[config.mk]
export PLATFORM = sky130hd
export DESIGN_NAME = alu_issue
export DESIGN_NICKNAME = d
export VERILOG_FILES = /design/src/rtl/alu_pkg.sv /design/src/rtl/alu_issue_decode.sv /design/src/rtl/alu_issue.sv
export SDC_FILE = /design/constraint.sdc
export NUM_CORES = 1
export LEC_CHECK = 0
export ABC_AREA = 0
export CELL_PAD_IN_SITES_DETAIL_PLACEMENT = 0
export CELL_PAD_IN_SITES_GLOBAL_PLACEMENT = 1
export CORE_UTILIZATION = 40
export CTS_BUF_LIST = sky130_fd_sc_hd__clkbuf_2
export CTS_CLUSTER_DIAMETER = 50
export DETAILED_ROUTE_END_ITERATION = 8
export DONT_BUFFER_PORTS = 1
export GPL_TIMING_DRIVEN = 0
export PLACE_DENSITY_LB_ADDON = 0.25
export SKIP_CTS_REPAIR_TIMING = 1
export SLEW_MARGIN = 20
export SYNTH_ARGS = -nofsm -noshare
export SYNTH_HDL_FRONTEND = slang
export SYNTH_HIERARCHICAL = 1
export SYNTH_SLANG_ARGS = --single-unit
export TNS_END_PERCENT = 1
[constraint.sdc]
create_clock -name clk -period 6.2 [get_ports clk]
set_input_delay 1.24 -clock clk [delete_from_list [all_inputs] [get_ports clk]]
set_output_delay 1.24 -clock clk [all_outputs]
set_load 0.05 [all_outputs]
[src/rtl/alu_pkg.sv]
`default_nettype none
// ============================================================================
// Module      : alu_pkg
// Description : Shared ALU operation codes and RV32 opcode/funct7 constants
//               used by the ALU issue stage and its decoder.
// Revision    : 1.0 - initial release
// ============================================================================
package alu_pkg;

  // ALU operation encodings consumed by the execute stage
  localparam logic [3:0] ALU_ADD   = 4'd0;
  localparam logic [3:0] ALU_SUB   = 4'd1;
  localparam logic [3:0] ALU_AND   = 4'd2;
  localparam logic [3:0] ALU_OR    = 4'd3;
  localparam logic [3:0] ALU_XOR   = 4'd4;
  localparam logic [3:0] ALU_SLL   = 4'd5;
  localparam logic [3:0] ALU_SRL   = 4'd6;
  localparam logic [3:0] ALU_SRA   = 4'd7;
  localparam logic [3:0] ALU_SLT   = 4'd8;
  localparam logic [3:0] ALU_SLTU  = 4'd9;
  localparam logic [3:0] ALU_LUI   = 4'd10;
  localparam logic [3:0] ALU_AUIPC = 4'd11;

  // Major opcodes handled by this stage
  localparam logic [6:0] OPC_OP    = 7'b0110011;
  localparam logic [6:0] OPC_OPIMM = 7'b0010011;
  localparam logic [6:0] OPC_LUI   = 7'b0110111;
  localparam logic [6:0] OPC_AUIPC = 7'b0010111;

  // funct7 qualifiers
  localparam logic [6:0] F7_BASE = 7'b0000000;
  localparam logic [6:0] F7_ALT  = 7'b0100000;

  // Base (funct7 = 0) mapping of funct3 to an ALU op, shared by OP and OP-IMM
  function automatic logic [3:0] base_op(input logic [2:0] funct3);
    logic [3:0] op;
    op = ALU_ADD;
    case (funct3)
      3'b000:  op = ALU_ADD;
      3'b001:  op = ALU_SLL;
      3'b010:  op = ALU_SLT;
      3'b011:  op = ALU_SLTU;
      3'b100:  op = ALU_XOR;
      3'b101:  op = ALU_SRL;
      3'b110:  op = ALU_OR;
      default: op = ALU_AND;
    endcase
    return op;
  endfunction

endpackage : alu_pkg
`default_nettype wire

[src/rtl/alu_issue_decode.sv]
`default_nettype none
// ============================================================================
// Module      : alu_issue_decode
// Description : Combinational decode of an RV32 OP / OP-IMM / LUI / AUIPC
//               instruction into an ALU op and its two operands.
// Revision    : 1.0 - initial release
// ============================================================================
module alu_issue_decode
  import alu_pkg::*;
#(
  parameter int         XLEN       = 32,
  parameter logic [3:0] ILLEGAL_OP = 4'b0000
) (
  input  logic [31:0]     instr,
  input  logic [XLEN-1:0] pc,
  input  logic [XLEN-1:0] rs1,
  input  logic [XLEN-1:0] rs2,
  output logic [3:0]      op,
  output logic [XLEN-1:0] a,
  output logic [XLEN-1:0] b,
  output logic [4:0]      rd,
  output logic            illegal
);

  logic [6:0]      opcode;
  logic [2:0]      funct3;
  logic [6:0]      funct7;
  logic [XLEN-1:0] imm_i;
  logic [XLEN-1:0] imm_u;

  assign opcode = instr[6:0];
  assign funct3 = instr[14:12];
  assign funct7 = instr[31:25];
  assign imm_i  = XLEN'($signed(instr[31:20]));
  assign imm_u  = XLEN'({instr[31:12], 12'd0});
  assign rd     = instr[11:7];

  // Decode op and operands; any unrecognised encoding collapses to the illegal bundle
  always_comb begin
    logic ok;
    ok      = 1'b0;
    op      = ILLEGAL_OP;
    a       = '0;
    b       = '0;
    case (opcode)
      OPC_OP: begin
        a = rs1;
        b = rs2;
        if (funct7 == F7_BASE) begin
          ok = 1'b1;
          op = base_op(funct3);
        end else if (funct7 == F7_ALT) begin
          if (funct3 == 3'b000) begin
            ok = 1'b1;
            op = ALU_SUB;
          end else if (funct3 == 3'b101) begin
            ok = 1'b1;
            op = ALU_SRA;
          end
        end
      end
      OPC_OPIMM: begin
        a = rs1;
        b = imm_i;
        if (funct3 == 3'b001) begin
          ok = (funct7 == F7_BASE);
          op = ALU_SLL;
        end else if (funct3 == 3'b101) begin
          // Shift-right flavour is carried in the upper immediate bits
          if (funct7 == F7_BASE) begin
            ok = 1'b1;
            op = ALU_SRL;
          end else if (funct7 == F7_ALT) begin
            ok = 1'b1;
            op = ALU_SRA;
          end
        end else begin
          ok = 1'b1;
          op = base_op(funct3);
        end
      end
      OPC_LUI: begin
        ok = 1'b1;
        op = ALU_LUI;
        a  = '0;
        b  = imm_u;
      end
      OPC_AUIPC: begin
        ok = 1'b1;
        op = ALU_AUIPC;
        a  = pc;
        b  = imm_u;
      end
      default: ok = 1'b0;
    endcase
    if (!ok) begin
      op = ILLEGAL_OP;
      a  = '0;
      b  = '0;
    end
    illegal = !ok;
  end

endmodule : alu_issue_decode
`default_nettype wire

[src/rtl/alu_issue.sv]
`default_nettype none
// ============================================================================
// Module      : alu_issue
// Description : ALU issue stage. Decodes the incoming instruction and holds
//               the result in a main register plus a one-entry skid register
//               behind a valid/ready handshake; in_ready is registered.
// Revision    : 1.0 - initial release
// ============================================================================
module alu_issue
  import alu_pkg::*;
#(
  parameter logic [3:0] ILLEGAL_OP = 4'b0000,
  parameter int         XLEN       = 32
) (
  input  logic            clk,
  input  logic            rst_n,
  input  logic            flush,
  input  logic            in_valid,
  output logic            in_ready,
  input  logic [31:0]     in_instr,
  input  logic [XLEN-1:0] in_pc,
  input  logic [XLEN-1:0] in_rs1_data,
  input  logic [XLEN-1:0] in_rs2_data,
  output logic            out_valid,
  input  logic            out_ready,
  output logic [3:0]      out_alu_op,
  output logic [XLEN-1:0] out_a,
  output logic [XLEN-1:0] out_b,
  output logic [4:0]      out_rd,
  output logic            out_illegal
);

  // Decoded view of the instruction currently on the input
  logic [3:0]      dec_op;
  logic [XLEN-1:0] dec_a;
  logic [XLEN-1:0] dec_b;
  logic [4:0]      dec_rd;
  logic            dec_illegal;

  alu_issue_decode #(
    .XLEN       (XLEN),
    .ILLEGAL_OP (ILLEGAL_OP)
  ) u_decode (
    .instr   (in_instr),
    .pc      (in_pc),
    .rs1     (in_rs1_data),
    .rs2     (in_rs2_data),
    .op      (dec_op),
    .a       (dec_a),
    .b       (dec_b),
    .rd      (dec_rd),
    .illegal (dec_illegal)
  );

  // Main (output-facing) entry
  logic            main_valid_q, main_valid_d;
  logic [3:0]      main_op_q,    main_op_d;
  logic [XLEN-1:0] main_a_q,     main_a_d;
  logic [XLEN-1:0] main_b_q,     main_b_d;
  logic [4:0]      main_rd_q,    main_rd_d;
  logic            main_ill_q,   main_ill_d;

  // Skid entry, filled only when the main entry is stalled
  logic            skid_valid_q, skid_valid_d;
  logic [3:0]      skid_op_q,    skid_op_d;
  logic [XLEN-1:0] skid_a_q,     skid_a_d;
  logic [XLEN-1:0] skid_b_q,     skid_b_d;
  logic [4:0]      skid_rd_q,    skid_rd_d;
  logic            skid_ill_q,   skid_ill_d;

  logic            in_ready_q,   in_ready_d;

  logic acc;
  logic pop;

  assign acc = in_valid & in_ready_q;
  assign pop = main_valid_q & out_ready;

  // Next-state for the two-entry buffer; flush wins over any transfer
  always_comb begin
    main_valid_d = main_valid_q;
    main_op_d    = main_op_q;
    main_a_d     = main_a_q;
    main_b_d     = main_b_q;
    main_rd_d    = main_rd_q;
    main_ill_d   = main_ill_q;
    skid_valid_d = skid_valid_q;
    skid_op_d    = skid_op_q;
    skid_a_d     = skid_a_q;
    skid_b_d     = skid_b_q;
    skid_rd_d    = skid_rd_q;
    skid_ill_d   = skid_ill_q;

    if (flush) begin
      main_valid_d = 1'b0;
      skid_valid_d = 1'b0;
    end else if (skid_valid_q) begin
      // in_ready is low here, so only the drain path matters
      if (pop) begin
        main_valid_d = 1'b1;
        main_op_d    = skid_op_q;
        main_a_d     = skid_a_q;
        main_b_d     = skid_b_q;
        main_rd_d    = skid_rd_q;
        main_ill_d   = skid_ill_q;
        skid_valid_d = 1'b0;
      end
    end else if (acc && (!main_valid_q || pop)) begin
      main_valid_d = 1'b1;
      main_op_d    = dec_op;
      main_a_d     = dec_a;
      main_b_d     = dec_b;
      main_rd_d    = dec_rd;
      main_ill_d   = dec_illegal;
    end else if (acc) begin
      skid_valid_d = 1'b1;
      skid_op_d    = dec_op;
      skid_a_d     = dec_a;
      skid_b_d     = dec_b;
      skid_rd_d    = dec_rd;
      skid_ill_d   = dec_illegal;
    end else if (pop) begin
      main_valid_d = 1'b0;
    end

    in_ready_d = !skid_valid_d;
  end

  // Buffer registers with synchronous active-low reset
  always_ff @(posedge clk) begin
    if (!rst_n) begin
      main_valid_q <= 1'b0;
      main_op_q    <= '0;
      main_a_q     <= '0;
      main_b_q     <= '0;
      main_rd_q    <= '0;
      main_ill_q   <= 1'b0;
      skid_valid_q <= 1'b0;
      skid_op_q    <= '0;
      skid_a_q     <= '0;
      skid_b_q     <= '0;
      skid_rd_q    <= '0;
      skid_ill_q   <= 1'b0;
      in_ready_q   <= 1'b1;
    end else begin
      main_valid_q <= main_valid_d;
      main_op_q    <= main_op_d;
      main_a_q     <= main_a_d;
      main_b_q     <= main_b_d;
      main_rd_q    <= main_rd_d;
      main_ill_q   <= main_ill_d;
      skid_valid_q <= skid_valid_d;
      skid_op_q    <= skid_op_d;
      skid_a_q     <= skid_a_d;
      skid_b_q     <= skid_b_d;
      skid_rd_q    <= skid_rd_d;
      skid_ill_q   <= skid_ill_d;
      in_ready_q   <= in_ready_d;
    end
  end

  assign in_ready    = in_ready_q;
  assign out_valid   = main_valid_q;
  assign out_alu_op  = main_op_q;
  assign out_a       = main_a_q;
  assign out_b       = main_b_q;
  assign out_rd      = main_rd_q;
  assign out_illegal = main_ill_q;

endmodule : alu_issue
`default_nettype wire

==> load_flow_metrics.sql <==
INSERT INTO impl_metrics (metric_group, metric, value, unit) VALUES
('synth', 'post_synth_instance_area', '8130', 'um2'),
('cells_and_area', 'mostFrequentLayoutCells', '151 x sky130_fd_sc_hd__dfxtp_1, 94 x sky130_fd_sc_hd__nand3_1, 87 x sky130_fd_sc_hd__mux2i_1, 81 x sky130_fd_sc_hd__nand2_1, 78 x sky130_fd_sc_hd__nand2b_1', ''),
('sta', 'fin_setup_tns', '0', 'ns'),
('worst_setup_path', 'worstPathCellList', 'nor4bb_1, and2_1, nand2_1, nor2_1, clkbuf_1, a22o_1, o211ai_1, mux2i_1', ''),
('sta', 'slew_viol_final', '0', ''),
('sta', 'fin_crit_sh', '0.525', ''),
('worst_setup_path', 'timing.critical_path.fanout_max', '10', ''),
('synth', 'synth-seq-area-share', '0.372', ''),
('route', 'detailedRoute.firstPassIterationCount', '5', ''),
('route', 'route.detailed.vias_per_inst', '5.61', ''),
('synth', 'synth.area.top_cells', 'sky130_fd_sc_hd__dfxtp_1 37%, sky130_fd_sc_hd__mux2i_1 11%, sky130_fd_sc_hd__o211ai_1 6.8%, sky130_fd_sc_hd__nand2b_1 6.0%, sky130_fd_sc_hd__nand3_1 5.8%', ''),
('worst_setup_path', 'critical_path_buf_inv_count', '1', ''),
('worst_setup_path', 'setup.worst_path.class', 'primary input to flop', ''),
('sta', 'clock_skew', '0.0331', 'ns'),
('route', 'detail_route.wl_per_cell', '19.9', 'um'),
('floorplanning', 'row_count', '51', ''),
('grt', 'grt_util_all_layers', '0.242', ''),
('route', 'via_count', '7045', ''),
('synth', 'synth_seq_cells', '151', ''),
('synth', 'synth_cell_types', '40', ''),
('clock_tree', 'worstSkewPairLatency', '0.75', 'ns'),
('floorplanning', 'die-area', '20900', 'um2'),
('clock_tree', 'cts_num_sinks', '151', ''),
('route', 'dr.first_iter.drc_count', '383', ''),
('route', 'detail_route.drc_violations', '0', ''),
('power', 'power_switching', '0.514', 'mW'),
('worst_setup_path', 'cp_data_arrival_time', '3.96', 'ns'),
('grt', 'first_global_vias', '6600', ''),
('floorplanning', 'die_width', '145', 'um'),
('sta', 'tightestPinTransition', '0.842', 'ns'),
('power', 'pwr-share-comb', '0.106', ''),
('synth', 'synth.largest_area_cell', 'sky130_fd_sc_hd__dfxtp_1', ''),
('clock_tree', 'cts_max_path_buffers', '2', ''),
('synth', 'netlist.area_leader.share', '0.372', ''),
('synth', 'synthCells', '959', ''),
('worst_setup_path', 'critical_path.startpoint_type', 'primary input', ''),
('grt', 'antenna_found_initial', '3', ''),
('worst_hold_path', 'hold_path_class', 'flop to flop', ''),
('cells_and_area', 'layout_commonest_cell', 'sky130_fd_sc_hd__dfxtp_1', ''),
('synth', 'synth_nets', '1092', ''),
('synth', 'syn_avg_cell_area', '8.48', 'um2'),
('worst_setup_path', 'crit_slowest_cell', 'sky130_fd_sc_hd__nor2_1', ''),
('power', 'power_report.internal_total', '1.15', 'mW'),
('grt', 'grt_pass1_wl', '37.9', 'mm'),
('power', 'max-vdd-ir-drop', '90.3', 'uV'),
('floorplanning', 'initial_utilization', '0.412', ''),
('worst_setup_path', 'critPathRequiredTime', '6.90', 'ns'),
('floorplanning', 'die_h', '145', 'um'),
('sta', 'rsz_0062_raised_after_global_routing', 'no', ''),
('sta', 'setup_violations', '0', ''),
('clock_tree', 'cts_made_buffers', '17', ''),
('cells_and_area', 'syn_to_final_growth', '6.31', '%'),
('synth', 'synth-warning-count', '6', ''),
('clock_tree', 'cts.clk_slew.worst_paths', '0.24', 'ns'),
('floorplanning', 'io-pin-count', '209', ''),
('sta', 'layout_min_cycle_time', '3.26', 'ns'),
('place', 'detailed_place.area', '8460', 'um2'),
('route', 'route.antenna.remaining_nets', '0', ''),
('floorplanning', 'placeableCoreArea', '19700', 'um2'),
('place', 'dp_hpwl', '18.1', 'mm'),
('sta', 'max-slew-margin-rel', '0.437', ''),
('power', 'clock_power_share', '0.290', ''),
('place', 'place.gp.congestion', '0.848', ''),
('sta', 'max_freq', '307', 'MHz'),
('cells_and_area', 'num-nets-final', '1111', ''),
('route', 'detail_route.wirelength', '25.1', 'mm'),
('clock_tree', 'htree_num_levels', '4', ''),
('sta', 'final_hold_viol_count', '0', ''),
('power', 'p_per_area', '192', 'nW/um2'),
('clock_tree', 'tritoncts_clock_tree', 'done', ''),
('outcome', 'status', 'finished, final reports clean', '');
==> layout make-up <==
class	count	area (um2)
inverters	4	15.0
flip-flops and latches	151	3020
multi-input cells	692	4450
clock buffers	19	95.1
well taps	265	332
clock inverters	12	83.8
diodes	1	2.50
fillers	2009	11100
plain buffers	112	643
==> logic make-up after synthesis <==
logic type / share of synthesized area
and+or+nand+nor: 0.184
DFF: 0.372
muxes: 0.107
buffers and inverters: 0.0809
xor gates and xnor gates: 0.00108
AOI/OAI and AO/OA: 0.256
==> synth_stat cells (18+ instances only) <==
cell type,instances
sky130_fd_sc_hd__nand2b_1,78
sky130_fd_sc_hd__buf_2,25
sky130_fd_sc_hd__a22o_1,32
sky130_fd_sc_hd__a21boi_1,60
sky130_fd_sc_hd__dfxtp_1,151
sky130_fd_sc_hd__o211ai_1,74
sky130_fd_sc_hd__nand2_1,81
sky130_fd_sc_hd__a21oi_1,25
sky130_fd_sc_hd__buf_6,18
sky130_fd_sc_hd__nor2_1,22
sky130_fd_sc_hd__o21ai_1,61
sky130_fd_sc_hd__mux2i_1,87
sky130_fd_sc_hd__o21ai_0,36
sky130_fd_sc_hd__nand3_1,94
sky130_fd_sc_hd__clkbuf_1,49
==> final timing paths <==
check / slack [ns] / endpoint / start / cells past startpoint
max reg2reg: 4.07 / skid_b_q[15] / out_valid / 5
max: 2.94 / out_a[22] / in_instr[3] / 8
min: 0.48 / skid_a_q[18] / skid_a_q[18] / 2
min reg2reg: 0.48 / skid_a_q[18] / skid_a_q[18] / 2
==> power groups by stage <==
stage	Clock (mW)	Sequential (mW)	Combinational, mW
6_report	0.481	1.00	0.176
5_1_grt	0.539	1.00	0.190
4_1_cts	0.501	1.00	0.177
3_5_place_dp	0	1.02	0.176
3_3_place_gp	0	1.02	0.177
2_1_floorplan	0	1.02	0.130
==> worst min-delay path, cell delays in order (launching register included) <==
cell                       delay [ns]
sky130_fd_sc_hd__dfxtp_1         0.37
sky130_fd_sc_hd__o21ai_2         0.05
sky130_fd_sc_hd__a21boi_1        0.05
==> metal layers <==
metal	track usage	up-vias	wire length, um
li1	-	3469	-
met1	0.333	3341	11800
met2	0.371	207	11300
met3	0.0649	24	1620
met4	0.0615	4	269
met5	0	-	23
==> through the flow <==
stage / std cells / util / hold WS [ns] / setup slack [ns]
4_1_cts: 1255 / 0.438 / 0.476 / 3.05
6_report: 1256 / 0.438 / 0.476 / 2.94
3_5_place_dp: 1224 / 0.429 / 0.452 / 2.21
5_1_grt: 1256 / 0.438 / 0.504 / 2.84
2_1_floorplan: 959 / - / 0.437 / 3.34
3_3_place_gp: 1224 / 0.429 / 0.443 / 2.22
==> flip-flops by register name, indices dropped and copies added, names as in the netlist, 4 cells and up <==
register and count:
out_a 32, out_alu_op 4, out_b 32, out_rd 5
skid_a_q 32, skid_b_q 32, skid_op_q 4, skid_rd_q 5
Power figures use the tool's default switching activity.
